==> src/rtl/rv32_exec_ctrl.sv <==
// rv32_exec_ctrl: single-cycle RV32I control decode, ALU and next-PC adder plus clocked status.
// Define EXEC_EBREAK_EN to decode EBREAK and enable the sticky halt flag.
`timescale 1ns/1ps
module rv32_exec_ctrl #(
  parameter int unsigned XLEN            = 32,
  parameter int unsigned RESET_PC_UNUSED = 0
) (
  input  logic            clk,
  input  logic            rst,
  input  logic [XLEN-1:0] cmd,
  input  logic [XLEN-1:0] pc,
  input  logic [XLEN-1:0] src1,
  input  logic [XLEN-1:0] src2,
  input  logic [XLEN-1:0] imm,
  output logic [2:0]      op_IMM,
  output logic            en_Wreg,
  output logic            load,
  output logic            store,
  output logic [XLEN-1:0] result,
  output logic            LESS,
  output logic            IS_ZERO,
  output logic [XLEN-1:0] dnpc,
  output logic            illegal,
  output logic [XLEN-1:0] instret,
  output logic            halt
);

  localparam logic [6:0] OPC_LUI    = 7'b0110111;
  localparam logic [6:0] OPC_AUIPC  = 7'b0010111;
  localparam logic [6:0] OPC_JAL    = 7'b1101111;
  localparam logic [6:0] OPC_JALR   = 7'b1100111;
  localparam logic [6:0] OPC_BRANCH = 7'b1100011;
  localparam logic [6:0] OPC_LOAD   = 7'b0000011;
  localparam logic [6:0] OPC_STORE  = 7'b0100011;
  localparam logic [6:0] OPC_OPIMM  = 7'b0010011;
  localparam logic [6:0] OPC_OP     = 7'b0110011;
  localparam logic [6:0] OPC_SYSTEM = 7'b1110011;
`ifdef EXEC_EBREAK_EN
  localparam logic [31:0] EBREAK_WORD = 32'h0010_0073;
`endif

  typedef enum logic [3:0] {
    ALU_ADD   = 4'd0,
    ALU_SUB   = 4'd1,
    ALU_SLL   = 4'd2,
    ALU_SLT   = 4'd3,
    ALU_SLTU  = 4'd4,
    ALU_XOR   = 4'd5,
    ALU_SRL   = 4'd6,
    ALU_SRA   = 4'd7,
    ALU_OR    = 4'd8,
    ALU_AND   = 4'd9,
    ALU_PASSB = 4'd10
  } alu_op_e;

  typedef enum logic [1:0] {
    B_SRC2 = 2'd0,
    B_IMM  = 2'd1,
    B_FOUR = 2'd2
  } b_sel_e;

  // Register-register and register-immediate ops share the funct3 map; alt picks SUB/SRA.
  function automatic alu_op_e f3_to_op(input logic [2:0] f3, input logic alt);
    case (f3)
      3'b000:  f3_to_op = alt ? ALU_SUB : ALU_ADD;
      3'b001:  f3_to_op = ALU_SLL;
      3'b010:  f3_to_op = ALU_SLT;
      3'b011:  f3_to_op = ALU_SLTU;
      3'b100:  f3_to_op = ALU_XOR;
      3'b101:  f3_to_op = alt ? ALU_SRA : ALU_SRL;
      3'b110:  f3_to_op = ALU_OR;
      default: f3_to_op = ALU_AND;
    endcase
  endfunction

  logic [6:0]      opcode_s;
  logic [2:0]      funct3_s;
  logic            alt_s;
  logic [2:0]      op_imm_s;
  logic            wreg_s, load_s, store_s;
  logic            a_pc_s, jal_s, jalr_s, branch_s;
  logic            illegal_s, ebreak_s, taken_s;
  b_sel_e          b_sel_s;
  alu_op_e         alu_op_s;
  logic [XLEN-1:0] op_a_s, op_b_s, alu_s;
  logic [XLEN-1:0] npc_a_s, npc_b_s, npc_sum_s;
  logic            lt_s, ltu_s;
  logic [4:0]      shamt_s;
  logic            illegal_r;
  logic [XLEN-1:0] instret_r;
  logic            unused_s;

  assign opcode_s = cmd[6:0];
  assign funct3_s = cmd[14:12];
  assign alt_s    = cmd[30];

  // Control decoder: opcode/funct3 to operand selects, ALU op and side-effect enables.
  always_comb begin
    op_imm_s  = 3'd7;
    wreg_s    = 1'b0;
    load_s    = 1'b0;
    store_s   = 1'b0;
    a_pc_s    = 1'b0;
    jal_s     = 1'b0;
    jalr_s    = 1'b0;
    branch_s  = 1'b0;
    illegal_s = 1'b0;
    ebreak_s  = 1'b0;
    b_sel_s   = B_SRC2;
    alu_op_s  = ALU_ADD;
    case (opcode_s)
      OPC_LUI: begin
        op_imm_s = 3'd3; wreg_s = 1'b1; b_sel_s = B_IMM; alu_op_s = ALU_PASSB;
      end
      OPC_AUIPC: begin
        op_imm_s = 3'd3; wreg_s = 1'b1; a_pc_s = 1'b1; b_sel_s = B_IMM;
      end
      OPC_JAL: begin
        op_imm_s = 3'd4; wreg_s = 1'b1; a_pc_s = 1'b1; b_sel_s = B_FOUR; jal_s = 1'b1;
      end
      OPC_JALR: begin
        if (funct3_s == 3'b000) begin
          op_imm_s = 3'd0; wreg_s = 1'b1; a_pc_s = 1'b1; b_sel_s = B_FOUR; jalr_s = 1'b1;
        end else begin
          illegal_s = 1'b1;
        end
      end
      OPC_BRANCH: begin
        op_imm_s = 3'd2;
        branch_s = 1'b1;
        case (funct3_s)
          3'b000, 3'b001: alu_op_s = ALU_SUB;
          3'b100, 3'b101: alu_op_s = ALU_SLT;
          3'b110, 3'b111: alu_op_s = ALU_SLTU;
          default: begin
            branch_s  = 1'b0;
            illegal_s = 1'b1;
          end
        endcase
      end
      OPC_LOAD: begin
        op_imm_s = 3'd0; b_sel_s = B_IMM;
        case (funct3_s)
          3'b000, 3'b001, 3'b010, 3'b100, 3'b101: begin
            load_s = 1'b1; wreg_s = 1'b1;
          end
          default: illegal_s = 1'b1;
        endcase
      end
      OPC_STORE: begin
        op_imm_s = 3'd1; b_sel_s = B_IMM;
        case (funct3_s)
          3'b000, 3'b001, 3'b010: store_s = 1'b1;
          default: illegal_s = 1'b1;
        endcase
      end
      OPC_OPIMM: begin
        op_imm_s = 3'd0; wreg_s = 1'b1; b_sel_s = B_IMM;
        alu_op_s = f3_to_op(funct3_s, alt_s & (funct3_s == 3'b101));
      end
      OPC_OP: begin
        wreg_s   = 1'b1;
        alu_op_s = f3_to_op(funct3_s, alt_s);
      end
      OPC_SYSTEM: begin
`ifdef EXEC_EBREAK_EN
        if (cmd == EBREAK_WORD) begin
          ebreak_s = 1'b1;
        end else begin
          illegal_s = 1'b1;
        end
`else
        illegal_s = 1'b1;
`endif
      end
      default: illegal_s = 1'b1;
    endcase
  end

  assign op_a_s = a_pc_s ? pc : src1;

  // Operand B select.
  always_comb begin
    case (b_sel_s)
      B_SRC2:  op_b_s = src2;
      B_IMM:   op_b_s = imm;
      B_FOUR:  op_b_s = {{(XLEN-3){1'b0}}, 3'd4};
      default: op_b_s = src2;
    endcase
  end

  assign lt_s    = $signed(op_a_s) < $signed(op_b_s);
  assign ltu_s   = op_a_s < op_b_s;
  assign shamt_s = op_b_s[4:0];

  // ALU datapath.
  always_comb begin
    case (alu_op_s)
      ALU_ADD:   alu_s = op_a_s + op_b_s;
      ALU_SUB:   alu_s = op_a_s - op_b_s;
      ALU_SLL:   alu_s = op_a_s << shamt_s;
      ALU_SLT:   alu_s = {{(XLEN-1){1'b0}}, lt_s};
      ALU_SLTU:  alu_s = {{(XLEN-1){1'b0}}, ltu_s};
      ALU_XOR:   alu_s = op_a_s ^ op_b_s;
      ALU_SRL:   alu_s = op_a_s >> shamt_s;
      ALU_SRA:   alu_s = $unsigned($signed(op_a_s) >>> shamt_s);
      ALU_OR:    alu_s = op_a_s | op_b_s;
      ALU_AND:   alu_s = op_a_s & op_b_s;
      ALU_PASSB: alu_s = op_b_s;
      default:   alu_s = op_a_s + op_b_s;
    endcase
  end

  assign result  = alu_s;
  assign LESS    = (alu_op_s == ALU_SLTU) ? ltu_s : lt_s;
  assign IS_ZERO = (alu_s == {XLEN{1'b0}});

  // Branch resolution reuses the ALU flags: SUB for equality, SLT/SLTU for ordering.
  always_comb begin
    case (funct3_s)
      3'b000:         taken_s = IS_ZERO;
      3'b001:         taken_s = !IS_ZERO;
      3'b100, 3'b110: taken_s = LESS;
      3'b101, 3'b111: taken_s = !LESS;
      default:        taken_s = 1'b0;
    endcase
  end

  // Next-PC adder operand select; falls through to pc+4.
  always_comb begin
    npc_a_s = {{(XLEN-3){1'b0}}, 3'd4};
    npc_b_s = pc;
    if (jal_s) begin
      npc_a_s = imm;
      npc_b_s = pc;
    end else if (jalr_s) begin
      npc_a_s = imm;
      npc_b_s = src1;
    end else if (branch_s && taken_s) begin
      npc_a_s = imm;
      npc_b_s = pc;
    end else begin
      npc_a_s = {{(XLEN-3){1'b0}}, 3'd4};
      npc_b_s = pc;
    end
  end

  assign npc_sum_s = npc_a_s + npc_b_s;
  assign dnpc      = jalr_s ? {npc_sum_s[XLEN-1:1], 1'b0} : npc_sum_s;

  assign op_IMM  = illegal_s ? 3'd7 : op_imm_s;
  assign en_Wreg = wreg_s  & ~rst;
  assign load    = load_s  & ~rst;
  assign store   = store_s & ~rst;

  // Sticky illegal flag and retired-instruction counter.
  always_ff @(posedge clk) begin
    if (rst) begin
      illegal_r <= 1'b0;
      instret_r <= {XLEN{1'b0}};
    end else begin
      illegal_r <= illegal_r | illegal_s;
      if (!halt && !illegal_s) begin
        instret_r <= instret_r + {{(XLEN-1){1'b0}}, 1'b1};
      end
    end
  end

  assign illegal = illegal_r;
  assign instret = instret_r;

`ifdef EXEC_EBREAK_EN
  logic halt_r;

  // Sticky halt once EBREAK retires.
  always_ff @(posedge clk) begin
    if (rst) begin
      halt_r <= 1'b0;
    end else begin
      halt_r <= halt_r | ebreak_s;
    end
  end

  assign halt     = halt_r;
  assign unused_s = ^{cmd[31], cmd[29:15], cmd[11:7], RESET_PC_UNUSED[0]};
`else
  assign halt     = 1'b0;
  assign unused_s = ^{cmd[31], cmd[29:15], cmd[11:7], RESET_PC_UNUSED[0], ebreak_s};
`endif

endmodule

==> config.mk <==
export PLATFORM = sky130hd
export DESIGN_NAME = rv32_exec_ctrl
export DESIGN_NICKNAME = d
export VERILOG_FILES = /design/src/rtl/rv32_exec_ctrl.sv
export SDC_FILE = /design/constraint.sdc
export NUM_CORES = 1
export LEC_CHECK = 0
export ABC_AREA = 1
export CORE_AREA = 2 2 158 199
export CTS_CLUSTER_SIZE = 40
export DETAILED_ROUTE_END_ITERATION = 6
export DIE_AREA = 0 0 160 201
export HOLD_SLACK_MARGIN = 0.03
export PLACE_DENSITY = 0.75
export SKIP_LAST_GASP = 1
export SYNTH_ARGS = -nofsm -noshare
export SYNTH_HDL_FRONTEND = slang
export SYNTH_SLANG_ARGS = --single-unit
==> constraint.sdc <==
create_clock -name clk -period 14.1 [get_ports clk]
set_clock_uncertainty 0.1 [all_clocks]
set_input_delay 2.82 -clock clk [delete_from_list [all_inputs] [get_ports clk]]
set_output_delay 2.82 -clock clk [all_outputs]
set_load 0.005 [all_outputs]
==> out/metrics.cfg <==
[run_status]
status = finished, violations left
violations = DRC

[logic_synthesis]
synth_top_family_by_area = simple AND/OR/NAND/NOR gates
yosys.area.top_type = nand2_1
synth_xor_area_share_pct = 2.51
yosys-top-cells-area = nand2_1 (19%), nand3_1 (13%), ha_1 (11%)
synth_compound_area_share_pct = 18.6
synth_cells = 2810
synth_flop_cell = dfxtp_1
ys_ff_latch = 33
synth_edf_count = 0
yosysTopAreaCellShare_pct = 19.3
ys_warn_count = 0
syn_area_per_cell_sq_um = 5.34
synth_nets = 3106
synth-simple-area-share_pct = 47.4
synth_fa_ha_area_share_pct = 11.3
synth_area_sq_mm = 0.0150
async_reset_ff_share_pct = 0
yosysUniqueCellTypes = 64
synthMuxAreaShare_pct = 2.33
ys_seq_area_share_pct = 4.40

[timing]
rsz0062_at_grt = yes
relSlewSlack_pct = 50.2
fin_crit_sh_pct = 99.5
fmax_mhz = 71.3
drv_slew = 0
worst_hold_slack_ps = 396
fin_ws_ps = 65.7
hold_violations = 0
worst_pin_slew_ps = 742
final.min_clock_period_ps = 14030
finalSetupViolations = 0

[power]
p_per_area_mw_per_mm2 = 48.4
p_leak_nw = 11.9
power_w = 0.00112
ir_worst_vdd_v = 0.0000466

[clock_tree]
clkTransAtPathRegs_ps = 60
cts_tree = yes
htree_levels = 2
clock-sinks = 33
cts_made_buffers = 5
clock_path_buffers = 2
clk_latency_ps = 280
clock-root-buffer = clkbuf_16

[floorplan]
fp-row-count = 72
ios = 268
initial_core_util_pct = 49.3
dieArea_sq_mm = 0.0322
die_w_um = 160
core_area_sq_mm = 0.0304
die_y_um = 201

[critical_path]
slowest_delay_ps = 500
critical_path_class = in2out
critical_path.max_fanout = 8
worst_path_most_repeated_cell = buf_4
startpoint_type = primary input
cp_slowest_cell = clkdlybuf4s50_1
cp-end-kind = primary output
cp.arrival_ps = 11110
required_ps = 11180

[routing]
drcViolationCount = 2
drt_iter0_drc = 2962
drtAntennaViolNets = 0
viasPerCell = 5.99
vias = 23700
wl_per_cell_um = 19.9
first_pass_iters = 7
wirelength_mm = 78.6

[final_layout]
fillCellCount = 2353
final-seq-area_sq_um = 661
final_cell_area_sq_mm = 0.0232
final_common_cell = nand2_1
insertedDiodeCount = 0
multiInputGateArea_sq_mm = 0.0134
nets = 3834
layout-drive-gt1-share_pct = 26.7
area_delta_synth_final_pct = 54.5
layout_common_cells = nand2_1 (743), buf_4 (573), nand3_1 (389)

[placement]
io_buffers = 245
placed_area_sq_mm = 0.0217
hpwl_mm = 61.9
place_ws_ps = -1040
routabilityCongestion = 1.13

[global_routing]
grtUsageTotal_pct = 44.8
grt_pass1_vias = 22600
grt_pass1_wl_mm = 115
antenna_found_initial = 0
grt_max_degree = 70
grt-ovfl-total = 0

[flow_run]
drv_cap = 0

[min_path]
hp-class = reg2reg

[path summary, 6_finish.rpt]
path | depth (start not counted) | slack, ps | from | end
worst max-delay path | 61 | 70 | cmd[1] | dnpc[31]
worst min-delay path | 2 | 400 | instret[23] | instret[24]
worst max register to register | 17 | 10900 | instret[0] | instret[27]
worst min register to register | 2 | 400 | instret[23] | instret[24]
[stage by stage]
stage,util [%],cells,setup TNS [ps]
6_report,76.2,3946,0
2_1_floorplan,-,2810,0
3_3_place_gp,71.3,3909,-6530
4_1_cts,73.2,3926,-1.04
3_5_place_dp,71.3,3909,-10710
5_1_grt,76.2,3946,-753
[where the power goes]
part / switching (W) / leakage [nW] / internal [W] / total, W
sequential: 0.000000458 / 0.266 / 0.0000937 / 0.0000942
combinational: 0.000491 / 11.5 / 0.000411 / 0.000901
clock: 0.0000436 / 0.0800 / 0.0000836 / 0.000127
total: 0.000535 / 11.9 / 0.000588 / 0.00112
[final cells by class]
class	count	area share [%]
multi-input cells	2280	57.8
repair buffers	831	30.1
inverters	387	6.28
flip-flops and latches	33	2.85
well taps	407	2.19
clock buffers	5	0.539
clock inverters	3	0.200
[registers in the layout, indices dropped and copies added, names as in the netlist]
signal,count
instret,32
illegal,1
[worst max-delay path: cells and delay by family]
kind,cells,cell delay [ps]
XOR/XNOR,1,170
AND/OR/NAND/NOR,26,2380
buffers and inverters,18,2880
adder cells (fa/ha/maj),3,930
AO/OA/AOI/OAI,13,1900
[per-layer routing]
layer / track usage, % / share of wire (%) / up-vias
li1: - / - / 10700
met1: 52.5 / 36 / 10700
met2: 76.2 / 46 / 1711
met3: 7.64 / 10 / 475
met4: 27.2 / 7.4 / 0
met5: 0 / 0 / -
[cell families (layout without fill, tap and decap cells)]
logic type,count (synthesis),in the layout
fa+ha+maj,134,134
other cells,1,1
simple gates,1596,1596
flops,33,33
compound gates,475,475
mux,31,31
buf+inv,497,1226
xor+xnor,43,43
[synthesized netlist by cell type, types with 15 or more instances]
cell	n
dfxtp_1	33
inv_2	28
buf_2	50
mux2_2	31
buf_1	16
clkbuf_1	31
nand4_1	29
ha_1	131
nor2_2	15
nand2_1	771
o21ai_0	105
nor2_1	251
o22ai_1	21
xor2_1	31
nor3_1	39
o21ai_1	35
a21boi_0	34
nand3_1	403
inv_1	355
nand3_2	32
a21oi_1	181
[timing repair]
action,CTS,global route
setup buffers,9,20
resized for setup,99,217
hold buffers,0,0
endpoints found under the setup margin,19,19
pin swaps,24,76
Power figures use the tool's default switching activity.
